### src/rtl/seg_scan_ctrl.sv
// Six-digit time-multiplexed 7-segment scan controller with frame-aligned display updates.
// Define SEG_LZ_BLANK_EN to enable leading-zero suppression.
module seg_scan_ctrl #(
    parameter int unsigned CLK_FREQ  = 50_000_000,
    parameter int unsigned SCAN_FREQ = 1000,
    parameter int unsigned BLANK_CYC = 16
) (
    input  logic        clk,
    input  logic        rst_n,
    input  logic        disp_en,
    input  logic [5:0]  dig_en,
    input  logic [23:0] upd_data,
    input  logic        upd_valid,
    output logic        upd_ready,
    output logic [5:0]  seg_sel,
    output logic [3:0]  bin_num,
    output logic        seg_blank,
    output logic        frame_done
);

    localparam int unsigned SCAN_DIV = CLK_FREQ / SCAN_FREQ;
    localparam int unsigned CNT_W    = $clog2(SCAN_DIV);
    localparam logic [CNT_W-1:0] CNT_LAST   = CNT_W'(SCAN_DIV - 1);
    localparam logic [CNT_W-1:0] BLANK_LAST = CNT_W'(BLANK_CYC - 1);

    typedef enum logic [1:0] {
        S_IDLE,
        S_BLANK,
        S_ON
    } state_t;

    state_t           r_state, w_state_d;
    logic [2:0]       r_idx, w_idx_d;
    logic [CNT_W-1:0] r_cnt, w_cnt_d;
    logic [23:0]      r_disp, w_disp_d;
    logic [23:0]      r_pend, w_pend_d;
    logic             r_pend_full, w_pend_full_d;
    logic             r_lit, w_lit_d;
    logic [5:0]       r_seg_sel, w_seg_sel_d;
    logic [3:0]       r_bin_num, w_bin_num_d;
    logic             r_seg_blank, w_seg_blank_d;
    logic             r_frame_done, w_frame_done_d;
    logic             w_swap;
    logic [5:0]       w_lz;

`ifdef SEG_LZ_BLANK_EN
    logic [5:0] r_lz_blank;

    // Bit i set when nibbles 5..i are all zero; digit 0 is never suppressed.
    function automatic logic [5:0] f_lz_mask(input logic [23:0] d);
        logic [5:0] m;
        logic       z;
        m = 6'b0;
        z = 1'b1;
        for (int i = 5; i >= 1; i--) begin
            z    = z & (d[4*i +: 4] == 4'h0);
            m[i] = z;
        end
        return m;
    endfunction

    always_ff @(posedge clk or negedge rst_n) begin
        if (!rst_n) begin
            r_lz_blank <= 6'b111110;
        end else if (w_swap) begin
            r_lz_blank <= f_lz_mask(r_pend);
        end
    end

    assign w_lz = r_lz_blank;
`else
    assign w_lz = 6'b0;
`endif

    always_comb begin
        w_state_d      = r_state;
        w_idx_d        = r_idx;
        w_cnt_d        = r_cnt;
        w_disp_d       = r_disp;
        w_pend_d       = r_pend;
        w_pend_full_d  = r_pend_full;
        w_lit_d        = r_lit;
        w_frame_done_d = 1'b0;
        w_swap         = 1'b0;

        if (upd_valid && !r_pend_full) begin
            w_pend_d      = upd_data;
            w_pend_full_d = 1'b1;
        end

        if (!disp_en) begin
            w_state_d = S_IDLE;
            w_idx_d   = 3'd0;
            w_cnt_d   = '0;
        end else begin
            unique case (r_state)
                S_IDLE: begin
                    w_state_d = S_BLANK;
                    w_idx_d   = 3'd0;
                    w_cnt_d   = '0;
                    w_swap    = r_pend_full;
                end
                S_BLANK: begin
                    w_cnt_d = r_cnt + CNT_W'(1);
                    if (r_cnt == BLANK_LAST) begin
                        w_state_d = S_ON;
                        // Digit enable is latched once per slot so a mid-slot change cannot flicker.
                        w_lit_d   = dig_en[r_idx] & ~w_lz[r_idx];
                    end
                end
                S_ON: begin
                    if (r_cnt == CNT_LAST) begin
                        w_cnt_d   = '0;
                        w_state_d = S_BLANK;
                        if (r_idx == 3'd5) begin
                            w_idx_d        = 3'd0;
                            w_frame_done_d = 1'b1;
                            w_swap         = r_pend_full;
                        end else begin
                            w_idx_d = r_idx + 3'd1;
                        end
                    end else begin
                        w_cnt_d = r_cnt + CNT_W'(1);
                    end
                end
                default: begin
                    w_state_d = S_IDLE;
                    w_idx_d   = 3'd0;
                    w_cnt_d   = '0;
                end
            endcase
        end

        if (w_swap) begin
            w_disp_d      = r_pend;
            w_pend_full_d = 1'b0;
        end

        // Outputs are derived from the next state so they line up with the registered FSM.
        w_seg_sel_d   = 6'b111111;
        w_seg_blank_d = 1'b1;
        w_bin_num_d   = 4'h0;
        if (w_state_d != S_IDLE) begin
            w_bin_num_d = 4'(w_disp_d >> {w_idx_d, 2'b00});
        end
        if (w_state_d == S_ON) begin
            w_seg_blank_d = ~w_lit_d;
            if (w_lit_d) begin
                w_seg_sel_d = ~(6'b000001 << w_idx_d);
            end
        end
    end

    always_ff @(posedge clk or negedge rst_n) begin
        if (!rst_n) begin
            r_state      <= S_IDLE;
            r_idx        <= 3'd0;
            r_cnt        <= '0;
            r_disp       <= 24'h0;
            r_pend       <= 24'h0;
            r_pend_full  <= 1'b0;
            r_lit        <= 1'b0;
            r_seg_sel    <= 6'b111111;
            r_bin_num    <= 4'h0;
            r_seg_blank  <= 1'b1;
            r_frame_done <= 1'b0;
        end else begin
            r_state      <= w_state_d;
            r_idx        <= w_idx_d;
            r_cnt        <= w_cnt_d;
            r_disp       <= w_disp_d;
            r_pend       <= w_pend_d;
            r_pend_full  <= w_pend_full_d;
            r_lit        <= w_lit_d;
            r_seg_sel    <= w_seg_sel_d;
            r_bin_num    <= w_bin_num_d;
            r_seg_blank  <= w_seg_blank_d;
            r_frame_done <= w_frame_done_d;
        end
    end

    assign upd_ready  = ~r_pend_full;
    assign seg_sel    = r_seg_sel;
    assign bin_num    = r_bin_num;
    assign seg_blank  = r_seg_blank;
    assign frame_done = r_frame_done;

endmodule

### config.mk
export PLATFORM = sky130hd
export DESIGN_NAME = seg_scan_ctrl
export DESIGN_NICKNAME = d
export VERILOG_FILES = /design/src/rtl/seg_scan_ctrl.sv
export SDC_FILE = /design/constraint.sdc
export NUM_CORES = 1
export LEC_CHECK = 0
export ABC_AREA = 1
export CAP_MARGIN = 0
export CORE_MARGIN = 1
export CORE_UTILIZATION = 50
export CTS_BUF_LIST = sky130_fd_sc_hd__clkbuf_2 sky130_fd_sc_hd__clkbuf_4 sky130_fd_sc_hd__clkbuf_8
export CTS_CLUSTER_DIAMETER = 60
export DETAILED_ROUTE_END_ITERATION = 8
export HOLD_SLACK_MARGIN = 0.05
export PLACE_DENSITY = 0.73
export SLEW_MARGIN = 20
export SYNTH_ARGS = -nofsm -noshare
export SYNTH_HDL_FRONTEND = slang
export SYNTH_SLANG_ARGS = --single-unit
### constraint.sdc
create_clock -name clk -period 3.2 [get_ports clk]
set_input_delay 0.8 -clock clk [delete_from_list [all_inputs] [get_ports clk]]
set_output_delay 0.8 -clock clk [all_outputs]
set_load 0.01 [all_outputs]
==> results.py, run 1 <==
metrics = {
    "clocking": {
        "clk_pin_slew_ns": 0.09,
        "cts_root_buf": "clkbuf_8",
        "clk_path_buf_depth": 2,
        "h-tree-depth": 3,
        "hold_buffers": 0,
        "post_cts_buffers": 0,
        "clkSinkCount": 83,
        "cts_tree": "built",
        "post_cts_resized": 0,
        "cts_buffers": 9,
        "clkLatencyLatePin_ns": 0.35,
    },
    "detailed_routing": {
        "drc": 0,
        "wl_per_cell_um": 13.2,
        "drt_first_pass_iters": 4,
        "viasPerCell": 5.12,
        "num_vias": 2984,
        "ant_nets": 0,
        "routed_wl_um": 7710,
        "drt-initial-drc-count": 171,
    },
    "global_routing": {
        "grtUsageTotal_pct": 20.9,
        "grt_pass1_vias": 2973,
        "antenna_found_initial": 0,
        "grt_max_degree": 84,
        "grt_pass1_wl_um": 13900,
        "grt_overflow_total": 0,
    },
    "timing": {
        "fin_crit_sh_pct": 76.3,
        "worst_slew_pin_slew_ns": 0.738,
        "max_clock_freq_ghz": 0.409,
        "max_slew_margin_pct": 50.8,
        "drv_slew": 0,
        "setup_viol": 0,
        "finalSetupTns_ns": 0,
        "rsz0062_at_grt": "false",
        "period_needed_ns": 2.44,
        "hold_viol_final": 0,
        "clock_skew_ns": 0.0142,
        "fin_ws_ns": 0.758,
    },
    "synth": {
        "ys_seq_area_share_pct": 52.5,
        "avgSynthCellArea_um2": 9.30,
        "ys.warnings.count": 0,
        "syn_nets": 466,
        "postSynthCellCount": 427,
        "yosys_register_bits": 83,
        "netlist_area_mm2": 0.00397,
        "yosysUniqueCellTypes": 35,
    },
    "critical_path": {
        "cp_data_arrival_time_ns": 2.72,
        "startpoint_type": "primary input",
        "crit_type": "in2reg",
        "r2r_cells": 14,
        "critPathRequiredTime_ns": 3.48,
        "path_max_fanout": 25,
        "r2r_setup_slack_ns": 0.94,
        "critPathCaptureType": "flip-flop",
    },
    "power_and_ir_drop": {
        "leakagePower_nw": 2.18,
        "p_per_area_mw_per_mm2": 603,
        "ir_worst_vdd_uv": 349,
    },
    "placement": {
        "dpl.hpwl_um": 5370,
        "portBuffers": 46,
        "place.gp.congestion": 0.851,
        "dp.cells": 567,
        "place_ws_ns": 0.402,
        "place_area_mm2": 0.00449,
    },
    "final_layout": {
        "syn_to_final_growth_pct": 18.7,
        "final_cell_area_mm2": 0.00471,
        "fin_cells": 583,
        "antennaDiodeCount": 0,
        "fin_nets": 515,
        "drive_gt1_share_pct": 18.1,
    },
    "die": {
        "die_w_um": 91.1,
        "fp.dieH_um": 91.1,
        "num_rows": 32,
        "start_util_pct": 51.7,
        "io_pins": 47,
        "dieArea_mm2": 0.00830,
        "core_mm2": 0.00769,
    },
    "worst_hold_path": {
        "hp-class": "in2async",
    },
    "run": {
        "max_cap_viol_count": 0,
    },
    "status": {
        "status": "finished clean",
    },
}
-- cell type report --
type	count	area [um^2]
clock buffer	11	139
clock inverter	5	77.6
fill	667	2980
inverter	35	131
multi-input combinational	296	1650
sequential	83	2090
tap	102	128
timing repair buffer	51	499
-- layer usage --
metal  track usage (%)  vias to the layer above  wire length (um)  share of wire [%]
met5                 0                        -                 0                  0
met4              7.01                        0               121                1.6
met3              4.61                       11               313                4.1
met2              33.9                       66              3680                 48
met1              28.0                     1424              3600                 47
li1                  -                     1483                 -                  -
-- sequential cells by signal (all words and copies together), names as in the netlist --
| signal | count |
|---|---|
| r_disp | 24 |
| r_pend | 24 |
| r_cnt | 16 |
| seg_sel | 6 |
| bin_num | 4 |
| r_idx | 3 |
| r_state | 2 |
| frame_done | 1 |
| r_lit | 1 |
| r_pend_full | 1 |
| seg_blank | 1 |
-- cell usage after synthesis --
master | count | area, um^2
nor2_1 | 34 | 128
nor3_2 | 2 | 20.0
nand4_4 | 1 | 21.3
nand3_2 | 11 | 110
dfrtp_1 | 76 | 1900
dfstp_2 | 7 | 184
nor2_2 | 2 | 12.5
or2_0 | 1 | 6.26
buf_4 | 4 | 30.0
xnor2_1 | 2 | 17.5
a211oi_1 | 2 | 15.0
o21ai_1 | 2 | 10.0
nand3_1 | 47 | 235
nand2_2 | 6 | 37.5
nor3_1 | 7 | 35.0
buf_6 | 2 | 22.5
o21bai_1 | 1 | 7.51
o21ai_0 | 6 | 30.0
nand3b_1 | 1 | 7.51
inv_1 | 28 | 105
ha_1 | 5 | 62.6
a21oi_1 | 7 | 35.0
buf_2 | 6 | 30.0
xor2_1 | 3 | 26.3
inv_2 | 7 | 26.3
buf_12 | 1 | 20.0
a31oi_1 | 3 | 18.8
nand3_4 | 1 | 17.5
mux2_2 | 24 | 270
nor4_2 | 1 | 12.5
nor2_4 | 2 | 22.5
o22ai_1 | 1 | 6.26
nand2_1 | 121 | 454
nor2_8 | 1 | 20.0
and3_1 | 2 | 12.5
-- cell usage in the layout (no fill, tap or decap), types with 7 or more instances in the layout --
cell type | synthesis | layout
a21oi_1 | 7 | 7
mux2_2 | 24 | 24
inv_1 | 28 | 28
dfstp_2 | 7 | 7
dfrtp_1 | 76 | 76
nand3_2 | 11 | 11
nor3_1 | 7 | 7
nand3_1 | 47 | 47
clkbuf_8 | 0 | 9
nand2_1 | 121 | 121
inv_2 | 7 | 7
clkdlybuf4s50_1 | 0 | 45
nor2_1 | 34 | 34
-- per-stage QoR --
stage / hold slack (ns) / utilization, % / power, mW
detailed placement: 0.453 / 58.4 / 2.04
CTS: 0.473 / 61.2 / 2.86
floorplan: 0.432 / - / 1.85
finish: 0.461 / 61.3 / 2.84
global placement: 0.448 / 58.4 / 2.01
global route: 0.492 / 61.3 / 3.01
-- logic make-up (layout without fill, tap and decap cells) --
family,after synthesis,in the layout,synth area share (%)
compound gates,22,22,3.09
xor+xnor,5,5,1.10
fa+ha+maj,5,5,1.58
buf+inv,48,102,5.89
flops,83,83,52.5
mux,24,24,6.81
simple gates,240,240,29.0
-- power by group --
group	internal [mW]	total [mW]	switching (mW)	leakage (nW)
Combinational	0.274	0.588	0.314	1.04
Clock	0.455	0.817	0.362	0.110
Sequential	1.32	1.43	0.118	1.04
-- worst max-delay path, cell delays in order --
cell and delay [ns]:
clkdlybuf4s50_1 0.52, nand2_1 0.07, nor2_1 0.20, nand4_4 0.12
nand2_2 0.10, nand2_2 0.28, inv_2 0.20, nand2_1 0.07
nand2_1 0.07, nand2_1 0.06, nand3_1 0.08, nand2_1 0.05
nor2_1 0.09
-- final timing paths --
| kind | from | endpoint |
|---|---|---|
| max | disp_en | bin_num[2] |
| min | rst_n | r_cnt[10] |
| max reg2reg | r_state[0] | bin_num[2] |
| min reg2reg | r_disp[3] | r_disp[3] |
| max in group asynchronous | rst_n | r_cnt[4] |
| min in group clk | r_disp[3] | r_disp[3] |
No activity file was read; power rests on OpenSTA's default activity.
==> inputs of run 2 (changes only) <==
Clock period 3.2 ns to 2.4 ns, I/O delays scaled along.
==> run 2 against run 1 <==
  * Cell count up 2.7%
  * Via count up 2.6%
  * Wire length up 0.87%
  * Clock skew down 0.0056 ns
  * Total power up 32%
  * Die area unchanged
  * Worst hold slack worse by 0.29 ns
==> results.py, run 2 (same netlist as run 1, synthesis figures left out) <==
metrics = {
    "die": {
        "dieArea_mm2": 0.00830,
        "fp.dieH_um": 91.1,
        "core_mm2": 0.00769,
        "start_util_pct": 51.7,
        "die_w_um": 91.1,
        "io_pins": 47,
        "num_rows": 32,
    },
    "clocking": {
        "cts_tree": "built",
        "h-tree-depth": 3,
        "clk_pin_slew_ns": 0.09,
        "clk_path_buf_depth": 2,
        "clkLatencyLatePin_ns": 0.35,
        "cts_buffers": 9,
        "cts_root_buf": "clkbuf_8",
        "clkSinkCount": 83,
    },
    "final_layout": {
        "fin_nets": 531,
        "seq_area_mm2": 0.00209,
        "drive_gt1_share_pct": 20.9,
        "multi_input_area_mm2": 0.00165,
        "utilization_pct": 62.8,
        "final_cell_mix": "nand2_1, dfrtp_1, nand3_1",
        "layout_commonest_cell": "nand2_1",
        "syn_to_final_growth_pct": 21.5,
        "antennaDiodeCount": 0,
        "reg.largest.list": "r_disp: 24 flops, r_pend: 24 flops, r_cnt: 16 flops",
        "final_cell_area_mm2": 0.00482,
        "fillers": 690,
    },
    "timing": {
        "fin_ws_ns": 0.246,
        "fin_crit_sh_pct": 89.8,
        "rsz0062_at_grt": "false",
        "worst_slew_pin_slew_ns": 0.427,
        "max_slew_margin_pct": 71.5,
        "clock_skew_ns": 0.00867,
        "drv_slew": 0,
        "setup_viol": 0,
        "period_needed_ns": 2.15,
        "hold-worst-slack_ns": 0.169,
        "hold_viol_final": 0,
        "max_clock_freq_ghz": 0.464,
    },
    "detailed_routing": {
        "drt_first_pass_iters": 4,
        "routed_wl_um": 7780,
        "ant_nets": 0,
        "num_vias": 3063,
        "drt-initial-drc-count": 210,
        "viasPerCell": 5.11,
        "drc": 0,
        "wl_per_cell_um": 13.0,
    },
    "global_routing": {
        "grt_pass1_vias": 3045,
        "grt_pass1_wl_um": 14000,
        "grtUsageTotal_pct": 21.2,
        "grt_max_degree": 32,
        "grt_util_met3_pct": 4.27,
        "grt_overflow_total": 0,
        "grt-busiest-layer": "met2",
        "met2_usage_pct": 34.0,
        "antenna_found_initial": 0,
        "grt.met1_usage_pct": 28.3,
    },
    "power_and_ir_drop": {
        "leakagePower_nw": 2.24,
        "seq_power_share_pct": 50.9,
        "ir_worst_vdd_uv": 517,
        "p_per_area_mw_per_mm2": 779,
        "switching_power_mw": 1.08,
        "internal_power_mw": 2.68,
        "power_mw": 3.76,
        "power_frac_comb_pct": 21.8,
        "sw_frac_of_total_pct": 28.7,
        "clockPowerShare_pct": 27.4,
    },
    "critical_path": {
        "r2r-end": "bin_num[0]",
        "path_cells": "inv_1, ha_2, nand2_1, nor2_1, nand4_4, nand2_2, buf_6, nand3_1, nand2_1, nand3_1, nand3_1, nand2_1, a21oi_1",
        "cp_data_arrival_time_ns": 2.43,
        "cp-endpoint": "bin_num[0]",
        "r2r_setup_slack_ns": 0.25,
        "timing.rr.start": "r_state[0]",
        "critical_path.slowest_cell": "dfrtp_1",
        "crit_type": "reg2reg",
        "max_stage_delay_ns": 0.41,
        "r2r_cells": 13,
        "cp-startpoint": "r_state[0]",
        "critPathCaptureType": "flip-flop",
        "path_max_fanout": 19,
        "critPathRequiredTime_ns": 2.68,
        "startpoint_type": "flip-flop",
    },
    "placement": {
        "place_area_mm2": 0.00461,
        "dpl.hpwl_um": 5640,
        "place_ws_ns": -0.0935,
        "portBuffers": 46,
        "place.gp.congestion": 0.869,
    },
    "run": {
        "max_cap_viol_count": 0,
    },
    "status": {
        "status": "finished clean",
    },
    "worst_hold_path": {
        "hp-class": "in2async",
    },
}
-- run 2: power by group through the flow --
| stage | clock (mW) | sequential [mW] | combinational [mW] |
|---|---|---|---|
| finish | 1.03 | 1.91 | 0.819 |
| CTS | 1.06 | 1.91 | 0.827 |
| floorplan | 0 | 1.89 | 0.571 |
| detailed placement | 0 | 1.94 | 0.821 |
| global route | 1.12 | 1.95 | 0.933 |
| global placement | 0 | 1.93 | 0.799 |
-- run 2: area by class of cell --
| cell class | count | area share [%] |
|---|---|---|
| multi-input combinational | 296 | 34.3 |
| clock inverter | 5 | 1.27 |
| sequential | 83 | 43.2 |
| clock buffer | 11 | 3.01 |
| timing repair buffer | 67 | 12.8 |
| inverter | 35 | 2.72 |
| tap | 102 | 2.65 |
-- run 2: timing repair --
item                                    4_1_cts  5_1_grt
endpoints found under the setup margin        0        3
hold buffers                                  0        0
buffers inserted                              0        0
resized for setup                             0        2
-- run 2: how the worst min path moves through the flow --
stage	from	to	slack (ns)
after floorplan	rst_n	bin_num[0]	0.30
after global placement	r_cnt[0]	r_cnt[0]	0.45
after detailed placement	r_cnt[0]	r_cnt[0]	0.45
after CTS	rst_n	r_cnt[12]	0.16
after global routing	rst_n	r_cnt[12]	0.18
final	rst_n	r_cnt[13]	0.17
-- run 2: layer usage --
metal / share of wire (%) / vias to the layer above
li1: - / 1518
met1: 45 / 1468
met2: 48 / 65
met3: 4.7 / 12
met4: 1.7 / 0
met5: 0 / -
-- run 2: critical path, delay by kind of cell (launching register included) --
kind,cells,cell delay (ns)
AO/OA/AOI/OAI,1,0.11
adder cells (fa/ha/maj),1,0.25
buffers and inverters,2,0.32
flip-flops,1,0.41
AND/OR/NAND/NOR,9,0.97
-- run 2: stage by stage --
stage | cells | setup TNS, ns
CTS | 599 | 0
finish | 599 | 0
global route | 599 | 0
detailed placement | 583 | -0.212
global placement | 583 | -0.0477
floorplan | 427 | 0
==> inputs of run 3 (changes only) <==
Clock period 2.4 ns to 2 ns, I/O delays scaled along.
==> run 3 against run 2 <==
  * Global-route usage increased by 0.36 points
  * Worst hold slack got worse by 0.061 ns
  * Final area increased by 10%
  * Total power increased by 27%
  * Register-to-register slack got worse by 0.16 ns
  * Clock skew increased by 0.0022 ns
  * Sequential power increased by 20%
  * Largest cell class unchanged
  * Highest routed layer unchanged
==> results.py, run 3 (same netlist as run 1, synthesis figures left out) <==
metrics = {
    "status": {
        "status": "finished clean",
    },
    "power_and_ir_drop": {
        "p_per_area_mw_per_mm2": 897,
        "leakagePower_nw": 2.52,
        "ir_worst_vdd_uv": 514,
    },
    "die": {
        "num_rows": 32,
        "core_mm2": 0.00769,
        "die_w_um": 91.1,
        "io_pins": 47,
        "dieArea_mm2": 0.00830,
        "start_util_pct": 51.7,
        "fp.dieH_um": 91.1,
    },
    "clocking": {
        "cts_tree": "built",
        "cts_buffers": 9,
        "clk_path_buf_depth": 2,
        "clk_pin_slew_ns": 0.08,
        "clkSinkCount": 83,
        "hold_buffers": 0,
        "cts_root_buf": "clkbuf_8",
        "clkLatencyLatePin_ns": 0.35,
        "h-tree-depth": 3,
    },
    "critical_path": {
        "critPathRequiredTime_ns": 1.50,
        "crit_type": "reg2out",
        "max_stage_delay_ns": 0.54,
        "cp_data_arrival_time_ns": 1.44,
        "crit_family": "buffers and inverters",
        "path_max_fanout": 3,
        "worst-path-buf-inv": 2,
        "path_cells": "inv_1, clkdlybuf4s50_1",
        "critical_path.slowest_cell": "clkdlybuf4s50_1",
        "critPathCaptureType": "primary output",
        "startpoint_type": "flip-flop",
    },
    "placement": {
        "place_ws_ns": -0.331,
        "place.gp.congestion": 0.896,
        "place_area_mm2": 0.00490,
        "dpl.hpwl_um": 5970,
        "portBuffers": 46,
    },
    "global_routing": {
        "grtUsageTotal_pct": 21.5,
        "grt_overflow_total": 0,
        "grt_pass1_vias": 3172,
        "antenna_found_initial": 0,
        "grt_pass1_wl_um": 14200,
        "grt_max_degree": 38,
    },
    "timing": {
        "worst_slew_pin_slew_ns": 0.489,
        "setup_viol": 0,
        "hold_viol_final": 0,
        "finalSetupTns_ns": 0,
        "hold-worst-slack_ns": 0.108,
        "clock_skew_ns": 0.0108,
        "period_needed_ns": 1.94,
        "rsz0062_at_grt": "true",
        "fin_crit_sh_pct": 96.9,
        "drv_slew": 0,
        "fin_ws_ns": 0.0616,
        "max_clock_freq_ghz": 0.516,
        "max_slew_margin_pct": 67.4,
    },
    "run": {
        "max_cap_viol_count": 0,
    },
    "final_layout": {
        "fillers": 608,
        "fin_nets": 571,
        "layout_commonest_cell": "nand2_1",
        "final_cell_mix": "nand2_1, dfrtp_1, buf_4",
        "antennaDiodeCount": 0,
        "syn_to_final_growth_pct": 34.0,
        "final_cell_area_mm2": 0.00532,
        "reg.largest.list": "r_disp: 24 flops, r_pend: 24 flops, r_cnt: 16 flops",
        "drive_gt1_share_pct": 32.2,
    },
    "worst_hold_path": {
        "hp-class": "in2async",
    },
    "detailed_routing": {
        "drc": 0,
        "ant_nets": 0,
        "wl_per_cell_um": 13.2,
        "viasPerCell": 5.03,
        "drt_first_pass_iters": 6,
        "routed_wl_um": 8430,
        "drt-initial-drc-count": 178,
        "num_vias": 3214,
    },
}
-- run 3: changes by cell type in the layout (fill, tap and decap cells not counted), moves of 4 or more --
cell / previous run / this run
nand3_2: 11 / 19
nand3_1: 47 / 39
nor2_2: 2 / 10
nor2_1: 34 / 23
buf_4: 21 / 54
nand2_1: 121 / 115
buf_12: 0 / 4
-- run 3: worst register-to-register path, delay by kind of cell (launching register included) --
kind	cells	cell delay, ns
buffers and inverters	1	0.16
DFF	1	0.42
and+or+nand+nor	11	1.19
AOI/OAI and AO/OA	1	0.05
-- run 3: worst paths after layout --
| kind | startpoint | endpoint | cells past startpoint | slack, ns |
|---|---|---|---|---|
| worst max-delay path | r_pend_full | upd_ready | 2 | 0.06 |
| worst min-delay path | rst_n | r_cnt[1] | 1 | 0.11 |
| worst max register to register | r_cnt[11] | bin_num[3] | 13 | 0.09 |
| worst min register to register | r_disp[4] | r_disp[4] | 2 | 0.47 |
| max in group asynchronous | rst_n | r_disp[10] | 2 | 1.26 |
| min in group clk | r_disp[4] | r_disp[4] | 2 | 0.47 |
-- run 3: stage by stage --
step	utilization [%]	power (mW)	cells
finish	69.2	4.77	639
floorplan	-	2.95	427
detailed placement	63.8	3.46	617
CTS	66.7	4.79	633
global placement	63.8	3.41	617
global route	69.2	5.06	639
-- run 3: what timing repair did --
item | CTS | global route
pin swaps | 0 | 19
gates cloned | 0 | 1
resized for setup | 3 | 41
setup endpoints to repair | 4 | 12
setup buffers | 0 | 5
-- run 3: report_power, final --
| group | total, mW | internal (mW) | switching (mW) |
|---|---|---|---|
| logic | 1.17 | 0.611 | 0.560 |
| clock network | 1.30 | 0.727 | 0.577 |
| registers | 2.30 | 2.11 | 0.192 |
-- run 3: metal layers --
metal,vias to the layer above,GRT usage [%],part of all wire (%)
met5,-,0,0
met4,0,5.95,1.4
met3,11,4.19,3.6
met2,66,36.0,49
met1,1529,28.6,46
li1,1608,-,-
-- run 3: layout make-up --
class,count,area [um^2],area share [%]
Clock inverter,5,77.6,1.46
Multi-Input combinational cell,296,1790,33.5
Sequential cell,83,2090,39.2
Tap cell,102,128,2.40
Timing Repair Buffer,107,975,18.3
Clock buffer,11,139,2.61
Inverter,35,131,2.47
